**src/rtl/argmax_out_stage.sv**
```systemverilog
// -----------------------------------------------------------------------------
// argmax_out_stage
//
// Streaming classifier head. Consumes vectors of M signed T-bit words over a
// valid/ready stream, tracks the running maximum, and presents one result per
// vector: the index and value of the largest word. Ties resolve to the lowest
// index because only a strictly greater word replaces the running best.
//
// Parameters
//   M     words per input vector (M >= 2)
//   T     word width, signed two's complement
//   logM  width of the index output
//
// Ports
//   clk      in   single clock, all state updates on posedge
//   reset    in   synchronous, active-high reset
//   s_valid  in   upstream word valid
//   s_ready  out  word can be accepted this cycle (combinational in m_ready)
//   data_in  in   signed input word
//   m_valid  out  result valid
//   m_ready  in   downstream accepts the result
//   idx_out  out  index (0..M-1) of the maximum word
//   max_out  out  signed value of the maximum word
// -----------------------------------------------------------------------------
module argmax_out_stage #(
  parameter int M    = 5,
  parameter int T    = 9,
  parameter int logM = $clog2(M)
) (
  input  logic                   clk,
  input  logic                   reset,
  input  logic                   s_valid,
  output logic                   s_ready,
  input  logic signed [T-1:0]    data_in,
  output logic                   m_valid,
  input  logic                   m_ready,
  output logic [logM-1:0]        idx_out,
  output logic signed [T-1:0]    max_out
);

  localparam logic [logM-1:0] LAST_IDX = logM'(M - 1);

  // Word position within the current vector.
  logic [logM-1:0]     r_cnt;
  // Running maximum of the words accepted so far in this vector.
  logic signed [T-1:0] r_best;
  logic [logM-1:0]     r_best_idx;
  // Result holding registers.
  logic                r_m_valid;
  logic [logM-1:0]     r_idx_out;
  logic signed [T-1:0] r_max_out;

  logic                w_last;
  logic                w_accept;
  logic                w_xfer;
  logic                w_take;
  logic signed [T-1:0] w_nxt_best;
  logic [logM-1:0]     w_nxt_idx;

  // True when the incoming word must become the new running best: always for
  // the first word of a vector, otherwise only when strictly greater. The
  // strict compare is what gives the lowest-index tie-break.
  function automatic logic take_word(input logic [logM-1:0]     cnt,
                                     input logic signed [T-1:0] word,
                                     input logic signed [T-1:0] best);
    return (cnt == '0) || (word > best);
  endfunction

  assign w_last   = (r_cnt == LAST_IDX);

  // Only the final word of a vector can stall, and only while the previous
  // result is still waiting; a same-cycle transfer frees the output registers
  // so the final word is accepted without a bubble.
  assign s_ready  = !reset && (!w_last || !r_m_valid || m_ready);

  assign w_accept = s_valid && s_ready;
  assign w_xfer   = r_m_valid && m_ready;

  assign w_take     = take_word(r_cnt, data_in, r_best);
  assign w_nxt_best = w_take ? data_in : r_best;
  // When the first word is taken r_cnt is zero, so r_cnt is the right index
  // in both take cases.
  assign w_nxt_idx  = w_take ? r_cnt : r_best_idx;

  always_ff @(posedge clk) begin
    if (reset) begin
      r_cnt      <= '0;
      r_best     <= '0;
      r_best_idx <= '0;
      r_m_valid  <= 1'b0;
      r_idx_out  <= '0;
      r_max_out  <= '0;
    end else begin
      if (w_accept) begin
        r_best     <= w_nxt_best;
        r_best_idx <= w_nxt_idx;
        r_cnt      <= w_last ? '0 : r_cnt + logM'(1);
      end

      // Final word: the compare including the current word goes straight to
      // the output registers. A simultaneous transfer of the old result is
      // covered here too, since m_valid simply stays high.
      if (w_accept && w_last) begin
        r_m_valid <= 1'b1;
        r_idx_out <= w_nxt_idx;
        r_max_out <= w_nxt_best;
      end else if (w_xfer) begin
        r_m_valid <= 1'b0;
      end
    end
  end

  assign m_valid = r_m_valid;
  assign idx_out = r_idx_out;
  assign max_out = r_max_out;

endmodule

```
**config.mk**
```make
export PLATFORM = sky130hd
export DESIGN_NAME = argmax_out_stage
export DESIGN_NICKNAME = d
export VERILOG_FILES = /design/src/rtl/argmax_out_stage.sv
export SDC_FILE = /design/constraint.sdc
export NUM_CORES = 1
export LEC_CHECK = 0
export BUFFER_PORTS_ARGS = -buffer_cell sky130_fd_sc_hd__buf_4
export CORE_MARGIN = 5
export CORE_UTILIZATION = 45
export DETAILED_ROUTE_END_ITERATION = 8
export PLACE_DENSITY = 0.68
export SLEW_MARGIN = 20
export SYNTH_ARGS = -nofsm -noshare
export SYNTH_HDL_FRONTEND = slang
export SYNTH_SLANG_ARGS = --single-unit
```
**constraint.sdc**
```tcl
create_clock -name clk -period 2.3 [get_ports clk]
set_clock_uncertainty 0.05 [all_clocks]
set_input_delay 0.115 -clock clk [delete_from_list [all_inputs] [get_ports clk]]
set_output_delay 0.115 -clock clk [all_outputs]
set_load 0.005 [all_outputs]
```
==> flow_summary_export.csv <==
group,metric,value,unit
synthesis,synth_cell_types,33,
power,total_leakage_power,0.000814,uW
placed_design,place.detailed.hpwl,2.59,mm
hold_path,hold_path_cell_cnt,2,
clocking,htree_num_levels,1,
drt,detail_route.first_pass.iterations,7,
clocking,clockRootBuffer,"sky130_fd_sc_hd__clkbuf_4",
critical_path,crit_slowest_cell,"sky130_fd_sc_hd__dlygate4sd3_1",
power,power.sequential.fraction,51.5,%
run,maxCapViolCount,0,
timing,fin_tns_setup,0,ns
drt,vias_per_cell,5.51,
critical_path,worstSetupPathType,"in -> reg",
power,power.combinational.fraction,28.8,%
critical_path,critical_path.endpoint_type,"register",
timing,max_freq,449,MHz
critical_path,startpoint_type,"primary input",
placed_design,placedCellCount,240,
placed_design,placedInstanceArea,1820,um^2
power,vdd.ir_drop.worst,0.194,mV
timing,period_minus_slack,2.23,ns
critical_path,timing.critical_path.depth,9,
power,swShare,29.9,%
grt,vias_in_the_first_global_route,1428,
final_layout,final_cells,254,
die,fp-row-count,21,
clocking,max-clock-path-buffers,2,
drt,route.detailed.drc,0,
grt,grt_max_degree,22,
drt,drtIter0Drc,104,
die,ios,27,
grt,initial_antenna_violation_count,0,
synthesis,syn_nets,186,
synthesis,cell_area_after_technology_mapping,1500,um^2
timing,report.final.slew_viol_count,0,
critical_path,reg2regPathDepth,8,
drt,totalWireLength,3.81,mm
grt,grt_overflow_total,0,
critical_path,critical_path.cell_chain,"dlygate4sd3_1, buf_4, ha_1, a21o_1, a311oi_2, a21oi_4, buf_6, o311a_1, a311o_1",
status,outcome,"finished clean",
clocking,insertion_delay,0.32,ns
die,die_h,67.6,um
power,cell_int_power,711,uW
synthesis,synth_area_leader_cell,"sky130_fd_sc_hd__dfxtp_1",
synthesis,synth_sequential_area_ratio,37.5,%
power,power.switching,303,uW
drt,final_antenna_violating_net_count,0,
critical_path,top_fanout_value_on_the_critical_path,6,
hold_path,hold_class,"in -> reg",
critical_path,worst_path_largest_cell_delay,0.54,ns
power,power-per-cell-area,501,nW/um^2
clocking,clock_sink_count,28,
synthesis,yosys_warnings,0,
die,floorplan.initialDensity,45.5,%
timing,rsz0062_at_grt,"no",
critical_path,worstPathBufferInverterCount,3,
synthesis,synth_top_area_share,37.5,%
drt,routed_wire_length_per_instance,15.0,um
timing,fin_crit_sh,96.8,%
clocking,clk_pin_slew,0.14,ns
timing,fin_hold_ws,0.0839,ns
grt,global_route.usage.total,18.1,%
critical_path,cp.required,2.48,ns
final_layout,final_layout_size_suffix_gt1_share,30.3,%
final_layout,finish.instance_area,2020,um^2
die,design.die.area,4580,um^2
grt,grt_first_pass_wirelength,6.30,mm
synthesis,ys_ff_latch,28,
synthesis,post_synth_main_area_contributors,"sky130_fd_sc_hd__dfxtp_1 (37%), sky130_fd_sc_hd__ha_1 (9.2%), sky130_fd_sc_hd__a311o_1 (8.0%), sky130_fd_sc_hd__a22o_1 (6.4%), sky130_fd_sc_hd__nor3b_1 (5.5%)",
final_layout,antenna_cells_inserted,0,
clocking,number_of_buffers_created_by_cts,3,
placed_design,place.gp.congestion,0.784,
timing,worst_slew_pin_slew,0.557,ns
final_layout,area.growth.synth_to_final,35.1,%
critical_path,arrival_time_at_the_worst_endpoint,2.41,ns
die,die_w,67.6,um
timing,timing.max_slew.rel_slack,62.8,%
clocking,tritoncts,"done",
drt,route.vias.total,1399,
die,coreArea,3280,um^2
timing,finalHoldViolCount,0,
power,power_frac_clock,19.7,%
synthesis,synth.avg_cell_area,9.23,um^2
synthesis,synthesis.instances,162,
timing,setup_viol,0,
placed_design,portBuffers,26,
final_layout,nets,234,
critical_path,critical-path-top-delay-family,"compound AO/OA/AOI/OAI gates",
[Yosys cell counts]
master,instances
sky130_fd_sc_hd__a21oi_4,1
sky130_fd_sc_hd__a311o_1,12
sky130_fd_sc_hd__a311oi_2,2
sky130_fd_sc_hd__nor3b_1,11
sky130_fd_sc_hd__nor3_1,13
sky130_fd_sc_hd__inv_1,15
sky130_fd_sc_hd__a21oi_1,5
sky130_fd_sc_hd__a22o_1,11
sky130_fd_sc_hd__o21ai_0,1
sky130_fd_sc_hd__o41ai_1,1
sky130_fd_sc_hd__o21a_1,2
sky130_fd_sc_hd__nor2_1,3
sky130_fd_sc_hd__nand4_1,3
sky130_fd_sc_hd__ha_1,11
sky130_fd_sc_hd__o311a_1,1
sky130_fd_sc_hd__o31ai_2,1
sky130_fd_sc_hd__nor2b_1,1
sky130_fd_sc_hd__o21bai_1,1
sky130_fd_sc_hd__or3_4,1
sky130_fd_sc_hd__a21o_1,2
sky130_fd_sc_hd__dfxtp_1,28
sky130_fd_sc_hd__clkbuf_1,3
sky130_fd_sc_hd__or2_4,1
sky130_fd_sc_hd__nand2_1,16
sky130_fd_sc_hd__nor4_1,2
sky130_fd_sc_hd__xnor2_1,2
sky130_fd_sc_hd__o31ai_1,1
sky130_fd_sc_hd__buf_6,1
sky130_fd_sc_hd__o21ai_1,1
sky130_fd_sc_hd__a31oi_1,1
sky130_fd_sc_hd__buf_2,6
sky130_fd_sc_hd__or2_2,1
sky130_fd_sc_hd__buf_4,1
[what timing repair did]
item | in CTS | in global routing
endpoints found under the setup margin | 23 | 22
hold buffers | 9 | 0
cloned | 1 | 1
gates resized for setup | 4 | 10
hold endpoints to repair | 17 | 0
setup buffers | 0 | 0
pin swaps | 2 | 3
[layer usage]
metal | GRT usage, % | part of all wire [%]
met2 | 31.6 | 49
met1 | 21.8 | 44
met4 | 8.10 | 0.95
met3 | 2.50 | 5.6
met5 | 0 | 0
[worst reg2reg max path, cell delays in order (launching register included)]
cell	delay (ns)
sky130_fd_sc_hd__dfxtp_1	0.36
sky130_fd_sc_hd__inv_1	0.05
sky130_fd_sc_hd__ha_1	0.29
sky130_fd_sc_hd__nand4_1	0.15
sky130_fd_sc_hd__or3_4	0.41
sky130_fd_sc_hd__a21oi_4	0.22
sky130_fd_sc_hd__buf_6	0.16
sky130_fd_sc_hd__o41ai_1	0.07
sky130_fd_sc_hd__a311o_1	0.35
[power by group through the flow]
stage / clock [uW] / sequential (uW) / combinational, uW
after floorplan: 0 / 530 / 147
after CTS: 205 / 521 / 269
after global routing: 230 / 525 / 321
after global placement: 0 / 530 / 234
after detailed placement: 0 / 531 / 244
final: 200 / 522 / 291
[worst paths after layout]
check | start | slack, ns | to
hold reg to reg | r_best[6] | 0.46 | r_best[6]
setup / recovery | data_in[5] | 0.07 | r_best_idx[2]
hold / removal | reset | 0.08 | r_cnt[0]
setup reg to reg | r_best[2] | 0.09 | r_best_idx[2]
[area by class of cell]
type	count	area, um^2
Fill cell	296	1260
Multi-Input combinational cell	109	892
Inverter	15	56.3
Clock buffer	3	22.5
Tap cell	46	57.6
Sequential cell	28	564
Timing Repair Buffer	53	428
[cells in the final DEF (no fill, tap or decap), drive strengths merged, types with 3 or more instances in the layout]
cell and n:
buf 44, dfxtp 28, nand2 16, inv 15, nor3 13, a311o 12, nor3b 11, a22o 11
ha 11, dlygate4sd3 9, a21oi 6, nand4 3, nor2 3, clkbuf 3, or2 3
[kinds of logic (layout without fill, tap and decap cells)]
kind of cell	Yosys count	in the layout	synth area share, %
simple gates	52	53	18.9
compound gates	43	43	25.4
flops	28	28	37.5
buf+inv	26	71	7.78
fa+ha+maj	11	11	9.20
xor+xnor	2	2	1.17
[registers in the layout (all words and copies together), names as in the netlist]
name and count:
max_out 9, r_best 9, idx_out 3, r_best_idx 3, r_cnt 3, m_valid 1
[metrics by stage]
stage                     util [%]  setup slack (ns)  power [uW]
after floorplan                  -             0.128         677
after global placement        55.5          -0.00929         765
after detailed placement      55.5            -0.175         775
after CTS                     59.6           0.00789         995
after global routing          61.5          0.000560        1080
final                         61.5            0.0735        1010
Power figures use the tool's default switching activity.
